===== config.mk =====
export PLATFORM = sky130hd
export DESIGN_NAME = icache_refill_ctrl
export DESIGN_NICKNAME = d
export VERILOG_FILES = /design/src/rtl/icache_refill_ctrl_pkg.sv /design/src/rtl/icache_refill_ctrl.sv
export SDC_FILE = /design/constraint.sdc
export NUM_CORES = 1
export LEC_CHECK = 0
export CAP_MARGIN = 0
export CORE_MARGIN = 10
export CORE_UTILIZATION = 45
export CTS_CLUSTER_SIZE = 14
export DETAILED_ROUTE_END_ITERATION = 8
export GPL_TIMING_DRIVEN = 0
export PLACE_DENSITY = 0.88
export SLEW_MARGIN = 25
export SYNTH_ARGS = -nofsm -noshare
export SYNTH_HDL_FRONTEND = slang
export SYNTH_SLANG_ARGS = --single-unit

===== constraint.sdc =====
create_clock -name clk -period 6.2 [get_ports clk]
set_input_delay 0.62 -clock clk [delete_from_list [all_inputs] [get_ports clk]]
set_output_delay 0.62 -clock clk [all_outputs]
set_load 0.01 [all_outputs]

===== src/rtl/icache_refill_ctrl_pkg.sv =====
// ============================================================================
// Module  : icache_refill_ctrl_pkg
// Purpose : Shared AXI types and widths plus the ICACHE refill controller
//           state encoding and line geometry.
// Revision: 1.0 - initial release
// ============================================================================
`default_nettype none

package icache_refill_ctrl_pkg;

  // AXI widths shared by the bus-facing blocks
  localparam int AXI_ID_WIDTH   = 4;
  localparam int AXI_ADDR_WIDTH = 32;
  localparam int AXI_DATA_WIDTH = 32;
  localparam int AXI_LEN_WIDTH  = 8;

  typedef enum logic [1:0] {
    AXI_BURST_FIXED = 2'b00,
    AXI_BURST_INCR  = 2'b01,
    AXI_BURST_WRAP  = 2'b10
  } axi_burst_type_t;

  typedef enum logic [1:0] {
    AXI_RESP_OKAY   = 2'b00,
    AXI_RESP_EXOKAY = 2'b01,
    AXI_RESP_SLVERR = 2'b10,
    AXI_RESP_DECERR = 2'b11
  } axi_resp_t;

  typedef enum logic [2:0] {
    AXI_SIZE_1B   = 3'd0,
    AXI_SIZE_2B   = 3'd1,
    AXI_SIZE_4B   = 3'd2,
    AXI_SIZE_8B   = 3'd3,
    AXI_SIZE_16B  = 3'd4,
    AXI_SIZE_32B  = 3'd5,
    AXI_SIZE_64B  = 3'd6,
    AXI_SIZE_128B = 3'd7
  } axi_size_t;

  // ICACHE line geometry
  localparam int ICACHE_LINE_SIZE  = 32;
  localparam int ICACHE_LINE_WORDS = ICACHE_LINE_SIZE / 4;

  typedef enum logic [1:0] {
    IDLE  = 2'd0,
    AREQ  = 2'd1,
    RDATA = 2'd2,
    RESP  = 2'd3
  } icache_refill_state_t;

endpackage

`default_nettype wire


===== src/rtl/icache_refill_ctrl.sv =====
// ============================================================================
// Module  : icache_refill_ctrl
// Purpose : Sequences one ICACHE line refill at a time over AXI AR/R. A miss
//           is latched, a single INCR burst covering the whole line is
//           issued, beats are gathered into a line buffer and the completed
//           line is returned with a sticky error flag.
// Ports   : clk, rst_n                      - clock, async active-low reset
//           miss_valid_i/ready_o/addr_i     - miss request from the cache
//           line_valid_o/ready_i/addr_o/
//           line_data_o/err_o               - completed line to the cache
//           axi_ar*                         - AXI read address channel
//           axi_r*                          - AXI read data channel
// Revision: 1.0 - initial release
// ============================================================================
`default_nettype none

module icache_refill_ctrl
  import icache_refill_ctrl_pkg::*;
#(
  parameter logic [AXI_ID_WIDTH-1:0] AXI_ID = '0,
  parameter int                      LINE_B = ICACHE_LINE_SIZE,
  parameter int                      BEATS  = LINE_B / 4
) (
  input  logic                    clk,
  input  logic                    rst_n,
  // miss request
  input  logic                    miss_valid_i,
  output logic                    miss_ready_o,
  input  logic [31:0]             miss_addr_i,
  // line result
  output logic                    line_valid_o,
  input  logic                    line_ready_i,
  output logic [31:0]             line_addr_o,
  output logic [LINE_B*8-1:0]     line_data_o,
  output logic                    line_err_o,
  // AXI read address channel
  output logic [AXI_ID_WIDTH-1:0] axi_arid,
  output logic [31:0]             axi_araddr,
  output logic [7:0]              axi_arlen,
  output logic [2:0]              axi_arsize,
  output logic [1:0]              axi_arburst,
  output logic                    axi_arvalid,
  input  logic                    axi_arready,
  // AXI read data channel
  input  logic [AXI_ID_WIDTH-1:0] axi_rid,
  input  logic [31:0]             axi_rdata,
  input  logic [1:0]              axi_rresp,
  input  logic                    axi_rlast,
  input  logic                    axi_rvalid,
  output logic                    axi_rready
);

  // A one-beat line still needs a one-bit counter
  localparam int                CNT_W    = (BEATS > 1) ? $clog2(BEATS) : 1;
  localparam logic [CNT_W-1:0]  LAST_CNT = CNT_W'(BEATS - 1);
  localparam logic [31:0]       LINE_MSK = ~(32'(LINE_B) - 32'd1);

  icache_refill_state_t state, state_nxt;

  logic [CNT_W-1:0] beat_cnt;
  logic             err;
  logic [31:0]      addr;
  logic [31:0]      line_buf [BEATS];

  logic      miss_hs;
  logic      beat_hs;
  logic      last_beat;
  logic      beat_err;
  axi_resp_t rresp;

  assign miss_hs   = miss_valid_i & miss_ready_o;
  assign beat_hs   = axi_rvalid & axi_rready;
  assign last_beat = (beat_cnt == LAST_CNT);
  assign rresp     = axi_resp_t'(axi_rresp);

  // Any error source marks the line; the burst itself is always drained to
  // BEATS beats because the interconnect still owes us the remaining data.
  assign beat_err = (rresp == AXI_RESP_SLVERR) || (rresp == AXI_RESP_DECERR) ||
                    (axi_rid != AXI_ID) || (axi_rlast != last_beat);

  // --------------------------------------------------------------------------
  // State register and datapath
  // --------------------------------------------------------------------------
  always_ff @(posedge clk or negedge rst_n) begin
    if (!rst_n) begin
      state    <= IDLE;
      beat_cnt <= '0;
      err      <= 1'b0;
      addr     <= '0;
      for (int i = 0; i < BEATS; i++) begin
        line_buf[i] <= '0;
      end
    end else begin
      state <= state_nxt;
      if (miss_hs) begin
        addr     <= miss_addr_i & LINE_MSK;
        err      <= 1'b0;
        beat_cnt <= '0;
      end
      if (beat_hs) begin
        line_buf[beat_cnt] <= axi_rdata;
        beat_cnt           <= last_beat ? '0 : beat_cnt + CNT_W'(1);
        if (beat_err) begin
          err <= 1'b1;
        end
      end
    end
  end

  // --------------------------------------------------------------------------
  // Next state and handshake outputs; all outputs are decoded from the state
  // register only, so line_valid_o has no path from line_ready_i.
  // --------------------------------------------------------------------------
  always_comb begin
    state_nxt    = state;
    miss_ready_o = 1'b0;
    axi_arvalid  = 1'b0;
    axi_rready   = 1'b0;
    line_valid_o = 1'b0;
    unique case (state)
      IDLE: begin
        miss_ready_o = 1'b1;
        if (miss_valid_i) begin
          state_nxt = AREQ;
        end
      end
      AREQ: begin
        axi_arvalid = 1'b1;
        if (axi_arready) begin
          state_nxt = RDATA;
        end
      end
      RDATA: begin
        axi_rready = 1'b1;
        if (axi_rvalid && last_beat) begin
          state_nxt = RESP;
        end
      end
      RESP: begin
        line_valid_o = 1'b1;
        if (line_ready_i) begin
          state_nxt = IDLE;
        end
      end
      default: state_nxt = IDLE;
    endcase
  end

  // Fixed AR fields; address comes from the latched, line-aligned miss
  assign axi_arid    = AXI_ID;
  assign axi_araddr  = addr;
  assign axi_arlen   = 8'(BEATS - 1);
  assign axi_arsize  = AXI_SIZE_4B;
  assign axi_arburst = AXI_BURST_INCR;

  assign line_addr_o = addr;
  assign line_err_o  = err;

  for (genvar k = 0; k < BEATS; k++) begin : g_pack
    assign line_data_o[32*k +: 32] = line_buf[k];
  end

endmodule

`default_nettype wire


==> run_results.csv, run 1 <==
group,metric,value,unit
detailed_routing,vias_per_cell,5.013,
global_route,track_usage,21.09,%
placed_design,dpl.cell_count,1439,
clock_network,post_cts_resize_count,0,
sta,rsz0062_at_grt,"false",
critical_path,critPathRequiredTime,6.62,ns
floorplan,die_h,178.5,µm
power,power.density,458.8,nW/µm²
critical_path,cp.arrival,3.50,ns
floorplan,die_w,178.5,µm
critical_path,critical-path-slowest-cell,"nor3_1",
floorplan,rows,57,
detailed_routing,drtIter0Drc,379,
detailed_routing,wl_per_cell,23.76,µm
critical_path,path_delay_family,"simple AND/OR/NAND/NOR gates",
sta,finClkSkew,0.007097,ns
placed_design,routabilityCongestion,0.7533,
logic_synthesis,yosys_warnings,0,
placed_design,place_area,15740,µm²
logic_synthesis,synthesis.area,11300,µm²
detailed_routing,wl,35300,µm
critical_path,cp_max_fo,10,
floorplan,initial_core_util,46.05,%
detailed_routing,vias,7450,
global_route,grt_max_degree,83,
clock_network,cts_root_buffer,"clkbuf_16",
layout,finish.instance_area,16640,µm²
clock_network,cts_hold_repair.buffers,0,
floorplan,pin_count,419,
power,peakVddDrop,0.3159,mV
logic_synthesis,synth_cell_type_count,24,
placed_design,place_hpwl,26050,µm
sta,max_freq,324.5,MHz
layout,final_cells,1486,
job,drv_cap,0,
clock_network,post_cts_buffers,0,
clock_network,htreeDepth,1,
critical_path,r2r-start,"state[0]",
sta,fin_crit_sh,49.70,%
global_route,antenna_found_initial,0,
critical_path,crit_buf_inv,2,
clock_network,cts_buffer_depth,3,
sta,max_slew_margin,34.43,%
logic_synthesis,synth.avg_cell_area,16.09,µm²
detailed_routing,route.detailed.drc,0,
logic_synthesis,syn_inst,702,
critical_path,slowest_delay,0.89,ns
floorplan,coreArea,24530,µm²
critical_path,worstSetupPathType,"reg -> reg",
critical_path,path_cells,"inv_1, ha_1, nand2_1, nor3_1, buf_2, mux2_2",
power,power.leakage,7.727,nW
clock_network,cts.sinks,289,
clock_network,clk_pin_slew,0.06,ns
critical_path,reg2regPathDepth,6,
detailed_routing,drt-pass1-iter-count,4,
clock_network,numCtsBuffers,29,
clock_network,cts_tree,"built",
sta,setup_violations,0,
floorplan,dieArea,31850,µm²
layout,nets,1231,
run_status,status,"completed",
layout,area_delta_synth_final,47.28,%
layout,n_antenna_cell,0,
detailed_routing,ant_nets,0,
min_path,hp-class,"in -> async",
sta,worst_slew_pin_slew,0.9760,ns
global_route,grt_pass1_wl,51470,µm
layout,drive_above_1_share,29.35,%
global_route,grt.overflow.total,0,
placed_design,portBuffers,385,
logic_synthesis,synth_seq_cells,289,
critical_path,critPathLaunchType,"flip-flop",
clock_network,clock_insertion_delay_worst_skew,0.54,ns
sta,finalMaxSlewViolations,0,
logic_synthesis,synth-seq-area-share,64.01,%
critical_path,cp-end-kind,"flip-flop",
critical_path,worstReg2RegEnd,"line_data_o[150]",
sta,period_minus_slack,3.081,ns
global_route,first_global_vias,8216,
sta,hold_viol_final,0,
critical_path,worst-r2r-setup-slack,3.12,ns
cells by family after synthesis:
| logic type | count (synthesis) | share of synthesized area [%] |
|---|---|---|
| mux | 284 | 28.31 |
| simple gates | 28 | 1.273 |
| buf+inv | 85 | 5.061 |
| xor+xnor | 1 | 0.07753 |
| other cells | 2 | 0.06647 |
| fa+ha+maj | 8 | 0.8860 |
| compound gates | 5 | 0.3212 |
| flops | 289 | 64.01 |
power by group:
group | switching [mW] | total [mW] | internal (mW)
clock network | 0.698 | 1.67 | 0.973
logic | 1.22 | 3.07 | 1.85
registers | 0.382 | 2.90 | 2.51
total | 2.30 | 7.63 | 5.34
cell usage after synthesis, drive strengths merged:
library cell | number | area [µm²]
a2111oi | 1 | 8.760
buf | 80 | 553.0
clkbuf | 3 | 11.26
conb | 2 | 7.510
dfrtp | 289 | 7232
ha | 8 | 100.1
inv | 2 | 7.510
mux2 | 284 | 3198
nand2 | 6 | 22.52
nand2b | 3 | 18.77
nand3 | 5 | 25.02
nor2 | 3 | 11.26
nor2b | 3 | 18.77
nor3 | 4 | 20.02
o21ai | 2 | 10.01
o31ai | 1 | 7.510
o32a | 1 | 10.01
or3 | 2 | 12.51
or4 | 2 | 15.01
xor2 | 1 | 8.760
sequential cells by signal (all words and copies together) (netlist names):
signal / cells
beat_cnt: 3
axi_araddr: 27
state: 2
line_data_o: 256
line_err_o: 1
worst reg2reg max path, cell delays in order, from the launching register on:
cell	delay (ns)
dfrtp_1	0.41
inv_1	0.12
ha_1	0.28
nand2_1	0.34
nor3_1	0.90
buf_2	0.52
mux2_2	0.40
worst max path at each step:
stage,start,to,slack [ns],depth (start not counted)
2_1_floorplan,state[0],line_data_o[66],4.11,6
3_3_place_gp,rst_n,axi_araddr[27],-7.65,1
3_5_place_dp,axi_rvalid,line_data_o[91],2.68,5
4_1_cts,state[0],line_data_o[91],3.00,6
5_1_grt,state[0],line_data_o[155],2.97,6
6_report,state[0],line_data_o[150],3.12,6
cell type report:
type                       instances  area [µm²]
fill                            1666        7894
multi-input combinational        353        3593
tap                              324       405.4
clock buffer                      43       848.3
timing repair buffer             388        3941
sequential                       289        7232
clock inverter                     4       47.55
buffer                            83       564.3
inverter                           2       7.507
through the flow:
stage | power, mW | util [%] | TNS [ns] | worst slack [ns] | hold WS [ns]
global placement | 5.892 | 63.80 | -2203.62 | -7.654 | 0.4658
floorplan | 4.062 | - | 0 | 4.106 | 0.3244
finish | 7.634 | 67.82 | 0 | 3.119 | 0.01700
CTS | 7.715 | 67.80 | 0 | 3.003 | 0.02622
global route | 7.988 | 67.82 | 0 | 2.975 | 0.04613
detailed placement | 6.008 | 64.15 | 0 | 2.676 | 0.4760
per-layer routing:
metal  vias up  track usage [%]  wire, µm
met1      3824            23.60     13340
met5         -                0         0
li1       3267                -         -
met4         0            5.374       797
met2       304            37.39     17880
met3        55            7.548      3278
cell usage in the layout (no fill, tap or decap), types with 8 or more instances in the layout:
cell type,instances
clkdlybuf4s50_1,384
dfrtp_1,289
mux2_2,217
mux2_1,67
buf_4,54
clkbuf_16,29
conb_1,27
buf_2,22
clkbuf_1,10
ha_1,8
No activity file was read; power rests on OpenSTA's default activity.
==> run 2, diff against run 1 <==
==> constraint.sdc (replaced) <==
create_clock -name clk -period 2.95 [get_ports clk]
set_input_delay 0.295 -clock clk [delete_from_list [all_inputs] [get_ports clk]]
set_output_delay 0.295 -clock clk [all_outputs]
set_load 0.01 [all_outputs]
==> run_results.csv, run 2 (synthesis gave the netlist of run 1 again) <==
group,metric,value,unit
power,peakVddDrop,0.6639,mV
clock_network,numCtsBuffers,29,
power,p_seq_share,38.0,%
floorplan,die_w,178.5,µm
floorplan,coreArea,24530,µm²
detailed_routing,drt-pass1-iter-count,4,
power,pwr-share-clk,21.9,%
layout,final_cells,1487,
critical_path,critPathLaunchType,"flip-flop",
sta,period_minus_slack,2.796,ns
placed_design,place_area,15740,µm²
placed_design,place_hpwl,26050,µm
detailed_routing,vias_per_cell,4.999,
critical_path,crit_buf_inv,2,
job,drv_cap,0,
power,p_sw,4.837,mW
min_path,hp-class,"in -> async",
global_route,first_global_vias,8227,
clock_network,htreeDepth,1,
global_route,grt.overflow.total,0,
detailed_routing,drtIter0Drc,365,
global_route,grt-busiest-layer,"met2",
clock_network,clk_pin_slew,0.06,ns
critical_path,worstSetupPathType,"reg -> reg",
critical_path,cp.arrival,3.22,ns
layout,largest_reg_flops,256,
floorplan,initial_core_util,46.05,%
layout,finish.instance_area,16670,µm²
sta,max_freq,357.6,MHz
floorplan,die_h,178.5,µm
power,power.density,963.1,nW/µm²
global_route,antenna_found_initial,0,
layout,drive_above_1_share,29.49,%
detailed_routing,wl_per_cell,23.74,µm
global_route,gr-usage-met2,37.44,%
sta,finalMaxSlewViolations,0,
layout,area_delta_synth_final,47.51,%
detailed_routing,wl,35300,µm
detailed_routing,route.detailed.drc,0,
global_route,gr-usage-met3,7.526,%
sta,worst_slew_pin_slew,0.8071,ns
sta,max_slew_margin,44.80,%
critical_path,critPathRequiredTime,3.38,ns
layout,layout_commonest_cell,"clkdlybuf4s50_1",
detailed_routing,ant_nets,0,
global_route,grt_max_degree,83,
power,p_int,11.21,mW
critical_path,worst-r2r-setup-slack,0.15,ns
placed_design,portBuffers,385,
layout,nets,1232,
clock_network,cts_tree,"built",
clock_network,cts_root_buffer,"clkbuf_16",
critical_path,slowest_delay,0.61,ns
floorplan,pin_count,419,
clock_network,cts_buffer_depth,3,
placed_design,dp_slack,-0.2492,ns
global_route,grt_util_met1,23.62,%
critical_path,path_cells,"inv_1, ha_1, nand2_1, nor3_2, buf_2, mux2_2",
clock_network,cts.sinks,289,
critical_path,reg2regPathDepth,6,
critical_path,critical-path-slowest-cell,"nor3_2",
sta,hold_viol_final,0,
critical_path,path_delay_family,"simple AND/OR/NAND/NOR gates",
sta,tns,0,ns
placed_design,routabilityCongestion,0.7533,
power,pwr-share-comb,40.2,%
power,p_sw_share,30.13,%
critical_path,cp_max_fo,10,
sta,fin_worst_hold_slack,0.2938,ns
power,power.leakage,7.736,nW
layout,layout_common_cells,"clkdlybuf4s50_1, dfrtp_1, mux2_2",
floorplan,rows,57,
detailed_routing,vias,7434,
global_route,track_usage,21.11,%
critical_path,cp-end-kind,"flip-flop",
sta,finClkSkew,0.007110,ns
sta,setup_slack,0.1536,ns
layout,n_antenna_cell,0,
run_status,status,"completed",
critical_path,r2r-start,"state[0]",
clock_network,clock_insertion_delay_worst_skew,0.54,ns
critical_path,worstReg2RegEnd,"line_data_o[150]",
sta,setup_violations,0,
global_route,grt_pass1_wl,51530,µm
sta,fin_crit_sh,94.79,%
sta,rsz0062_at_grt,"false",
floorplan,dieArea,31850,µm²
placed_design,dpl.cell_count,1439,
clock_network,post_cts_buffers,0,
## run 2: cell count changes in the layout (fill, tap and decap cells not counted)
cell | before | now
dlygate4sd3_1 | 0 | 1
nor3_1 | 3 | 1
nor3_2 | 1 | 2
nor3_4 | 0 | 1
## run 2: worst max path at each step
stage | from | endpoint | slack [ns] | depth (start not counted)
floorplan | state[0] | line_data_o[66] | 0.86 | 6
global placement | rst_n | axi_araddr[27] | -10.58 | 1
detailed placement | axi_rvalid | line_data_o[91] | -0.25 | 5
CTS | state[0] | line_data_o[91] | 0.12 | 6
global route | state[0] | line_data_o[155] | 0.01 | 6
finish | state[0] | line_data_o[150] | 0.15 | 6
## run 2: power by group through the flow
stage          clock [mW]  sequential [mW]  combinational, mW
2_1_floorplan           0             6.63               1.90
3_3_place_gp            0             6.05               6.33
3_5_place_dp            0             6.13               6.50
4_1_cts              3.57             6.09               6.56
5_1_grt              3.73             6.25               6.82
6_report             3.51             6.09               6.45
## run 2: layout make-up
class / count / area, µm²
fill: 1664 / 7868
sequential: 289 / 7232
timing repair buffer: 389 / 3951
multi-input combinational: 353 / 3610
clock buffer: 43 / 848.3
buffer: 83 / 564.3
tap: 324 / 405.4
clock inverter: 4 / 47.55
inverter: 2 / 7.507
## run 2: repair_timing
action | 4_1_cts | 5_1_grt
hold buffers | 1 | 0
setup endpoints to repair | 90 | 10
resized for setup | 3 | 1
endpoints found under the hold margin | 62 | 0
gates cloned | 0 | 0
## run 2: layer usage
| layer | wire (µm) | vias to the layer above |
|---|---|---|
| met5 | 0 | - |
| met1 | 13370 | 3805 |
| met3 | 3224 | 55 |
| li1 | - | 3268 |
| met4 | 802 | 0 |
| met2 | 17900 | 306 |
## run 2: per-stage QoR
step                util, %  power, mW
finish                67.93      16.05
global route          67.93      16.80
CTS                   67.91      16.22
detailed placement    64.15      12.63
global placement      63.80      12.38
floorplan                 -      8.536
## run 2: worst reg2reg max path: cells and delay by family, from the launching register on
kind	cells	cell delay, ns
buffers and inverters	2	0.60
and+or+nand+nor	2	0.99
muxes	1	0.40
DFF	1	0.41
adders and majority gates	1	0.28
==> run 3, diff against run 2 <==
--- a/config.mk
+++ b/config.mk
@@ -5,6 +5,8 @@
 export SDC_FILE = /design/constraint.sdc
 export NUM_CORES = 1
 export LEC_CHECK = 0
+export ABC_AREA = 1
+export ABC_CLOCK_PERIOD_IN_PS = 2950
 export CAP_MARGIN = 0
 export CORE_MARGIN = 10
 export CORE_UTILIZATION = 45
@@ -12,7 +14,7 @@
 export DETAILED_ROUTE_END_ITERATION = 8
 export GPL_TIMING_DRIVEN = 0
 export PLACE_DENSITY = 0.88
-export SLEW_MARGIN = 25
+export SLEW_MARGIN = 5
 export SYNTH_ARGS = -nofsm -noshare
 export SYNTH_HDL_FRONTEND = slang
 export SYNTH_SLANG_ARGS = --single-unit
==> run_results.csv, run 3 <==
group,metric,value,unit
global_route,gr-usage-met2,42.04,%
clock_network,cts_hold_repair.buffers,1,
critical_path,crit_path_start,"state[0]",
detailed_routing,vias_per_cell,5.191,
global_route,grt-busiest-layer,"met2",
logic_synthesis,yosysMostFrequentCell,"dfrtp_1",
layout,final_core_util,67.28,%
logic_synthesis,synth_cell_type_count,20,
global_route,grt_pass1_wl,63230,µm
clock_network,post_cts_resize_count,0,
sta,finalMaxSlewViolations,0,
floorplan,initial_core_util,45.68,%
layout,drive_above_1_share,16.78,%
global_route,first_global_vias,10100,
sta,max_slew_margin,51.82,%
global_route,grt.overflow.total,0,
logic_synthesis,synth-async-reset-ratio,100.0,%
logic_synthesis,syn_inst,1036,
logic_synthesis,synth.avg_cell_area,11.07,µm²
sta,tns,0,ns
clock_network,post_cts_buffers,0,
placed_design,dp_slack,0.9800,ns
global_route,grt_util_met1,28.36,%
sta,worst_slew_pin_slew,0.7227,ns
sta,period_minus_slack,2.356,ns
sta,setup_slack,0.5937,ns
critical_path,worstSetupPathType,"reg -> out",
clock_network,htreeDepth,1,
critical_path,r2r-start,"state[0]",
sta,hold_viol_final,0,
critical_path,cp-end-kind,"output port",
global_route,gr-usage-met3,7.691,%
clock_network,cts_tree,"built",
global_route,track_usage,24.73,%
floorplan,dieArea,32280,µm²
clock_network,numCtsBuffers,30,
clock_network,cts.sinks,289,
power,power.leakage,7.870,nW
global_route,antenna_found_initial,5,
layout,largest_reg_flops,256,
placed_design,place_hpwl,30150,µm
placed_design,dpl.cell_count,1778,
logic_synthesis,netlist.area_leader.share,63.05,%
job,drv_cap,0,
logic_synthesis,synth_seq_cells,289,
detailed_routing,wl_per_cell,22.43,µm
layout,finish.instance_area,16890,µm²
detailed_routing,wl,41180,µm
critical_path,critPathRequiredTime,2.65,ns
layout,area_delta_synth_final,47.26,%
placed_design,portBuffers,385,
critical_path,cp_max_fo,5,
logic_synthesis,synth_edf_count,0,
logic_synthesis,synth_largest_area_cell,"dfrtp_1",
critical_path,worstReg2RegEnd,"line_data_o[198]",
floorplan,coreArea,25110,µm²
clock_network,clk_pin_slew,0.07,ns
critical_path,worst-r2r-setup-slack,0.96,ns
detailed_routing,route.detailed.drc,0,
logic_synthesis,synth-main-ff-cell,"dfrtp_1",
sta,rsz0062_at_grt,"false",
layout,layout_commonest_cell,"clkdlybuf4s50_1",
critical_path,reg2regPathDepth,8,
placed_design,place_area,15890,µm²
global_route,grt_max_degree,103,
critical_path,critPathLaunchType,"flip-flop",
logic_synthesis,synth-seq-area-share,63.05,%
power,power.density,941.0,nW/µm²
detailed_routing,drtIter0Drc,776,
logic_synthesis,yosys_warnings,0,
sta,fin_crit_sh,79.87,%
detailed_routing,ant_nets,0,
layout,final_cells,1836,
detailed_routing,vias,9530,
logic_synthesis,synthesis.area,11470,µm²
clock_network,clock_insertion_delay_worst_skew,0.55,ns
layout,nets,1566,
placed_design,routabilityCongestion,0.8492,
layout,layout_common_cells,"clkdlybuf4s50_1, dfrtp_1, nand2_1",
sta,finClkSkew,0.01596,ns
logic_synthesis,netlist_top_cells_area,"dfrtp_1, nand2_1, o21ai_1",
run_status,status,"completed",
floorplan,rows,58,
logic_synthesis,ys_top_cells_by_count,"dfrtp_1, nand2_1, o21ai_1, buf_4",
sta,max_freq,424.4,MHz
clock_network,cts_root_buffer,"clkbuf_16",
sta,setup_violations,0,
critical_path,cp.arrival,2.06,ns
power,peakVddDrop,0.6881,mV
detailed_routing,drt-pass1-iter-count,5,
min_path,hp-class,"in -> async",
floorplan,die_h,179.7,µm
floorplan,die_w,179.7,µm
floorplan,pin_count,419,
clock_network,cts_buffer_depth,3,
## run 3: worst max path at each step
stage          slack (ns)          endpoint
2_1_floorplan        1.29    axi_araddr[23]
3_3_place_gp       -10.45  line_data_o[202]
3_5_place_dp         0.98  line_data_o[202]
4_1_cts              0.59        axi_rready
5_1_grt              0.52        axi_rready
6_report             0.59        axi_rready
## run 3: worst max-delay path: stages, from the launching register on
cell and delay, ns:
dfrtp_1 0.43, inv_1 0.14, ha_1 0.32, clkdlybuf4s50_1 0.63
## run 3: area by class of cell
type / count / area (µm²)
timing repair buffer: 388 / 3924
multi-input combinational: 623 / 3253
clock buffer: 42 / 887.1
sequential: 289 / 7232
inverter: 44 / 165.2
clock inverter: 11 / 93.84
fill: 1791 / 8217
antenna: 4 / 10.01
buffer: 105 / 914.6
tap: 330 / 412.9
## run 3: metal layers
metal	part of all wire, %	routed length (µm)
met2	50	20430
met5	0.032	13
met3	9.4	3856
met4	4.0	1653
met1	37	15220
## run 3: power breakdown
group	internal, mW	switching, mW
Clock	2.17	1.57
Combinational	3.42	2.77
Sequential	5.16	0.802
## run 3: stage by stage
stage | total power [mW] | hold WS (ns)
5_1_grt | 16.69 | 0.3545
3_5_place_dp | 12.20 | 0.3746
3_3_place_gp | 11.94 | 0.4646
2_1_floorplan | 8.352 | -0.0005911
6_report | 15.90 | 0.3598
4_1_cts | 16.01 | 0.3399
## run 3: cell families after synthesis
logic type,share of synthesized area [%]
simple gates,10.79
flops,63.05
compound gates,13.17
buf+inv,9.413
mux,2.651
fa+ha+maj,0.8726
other cells,0.06547
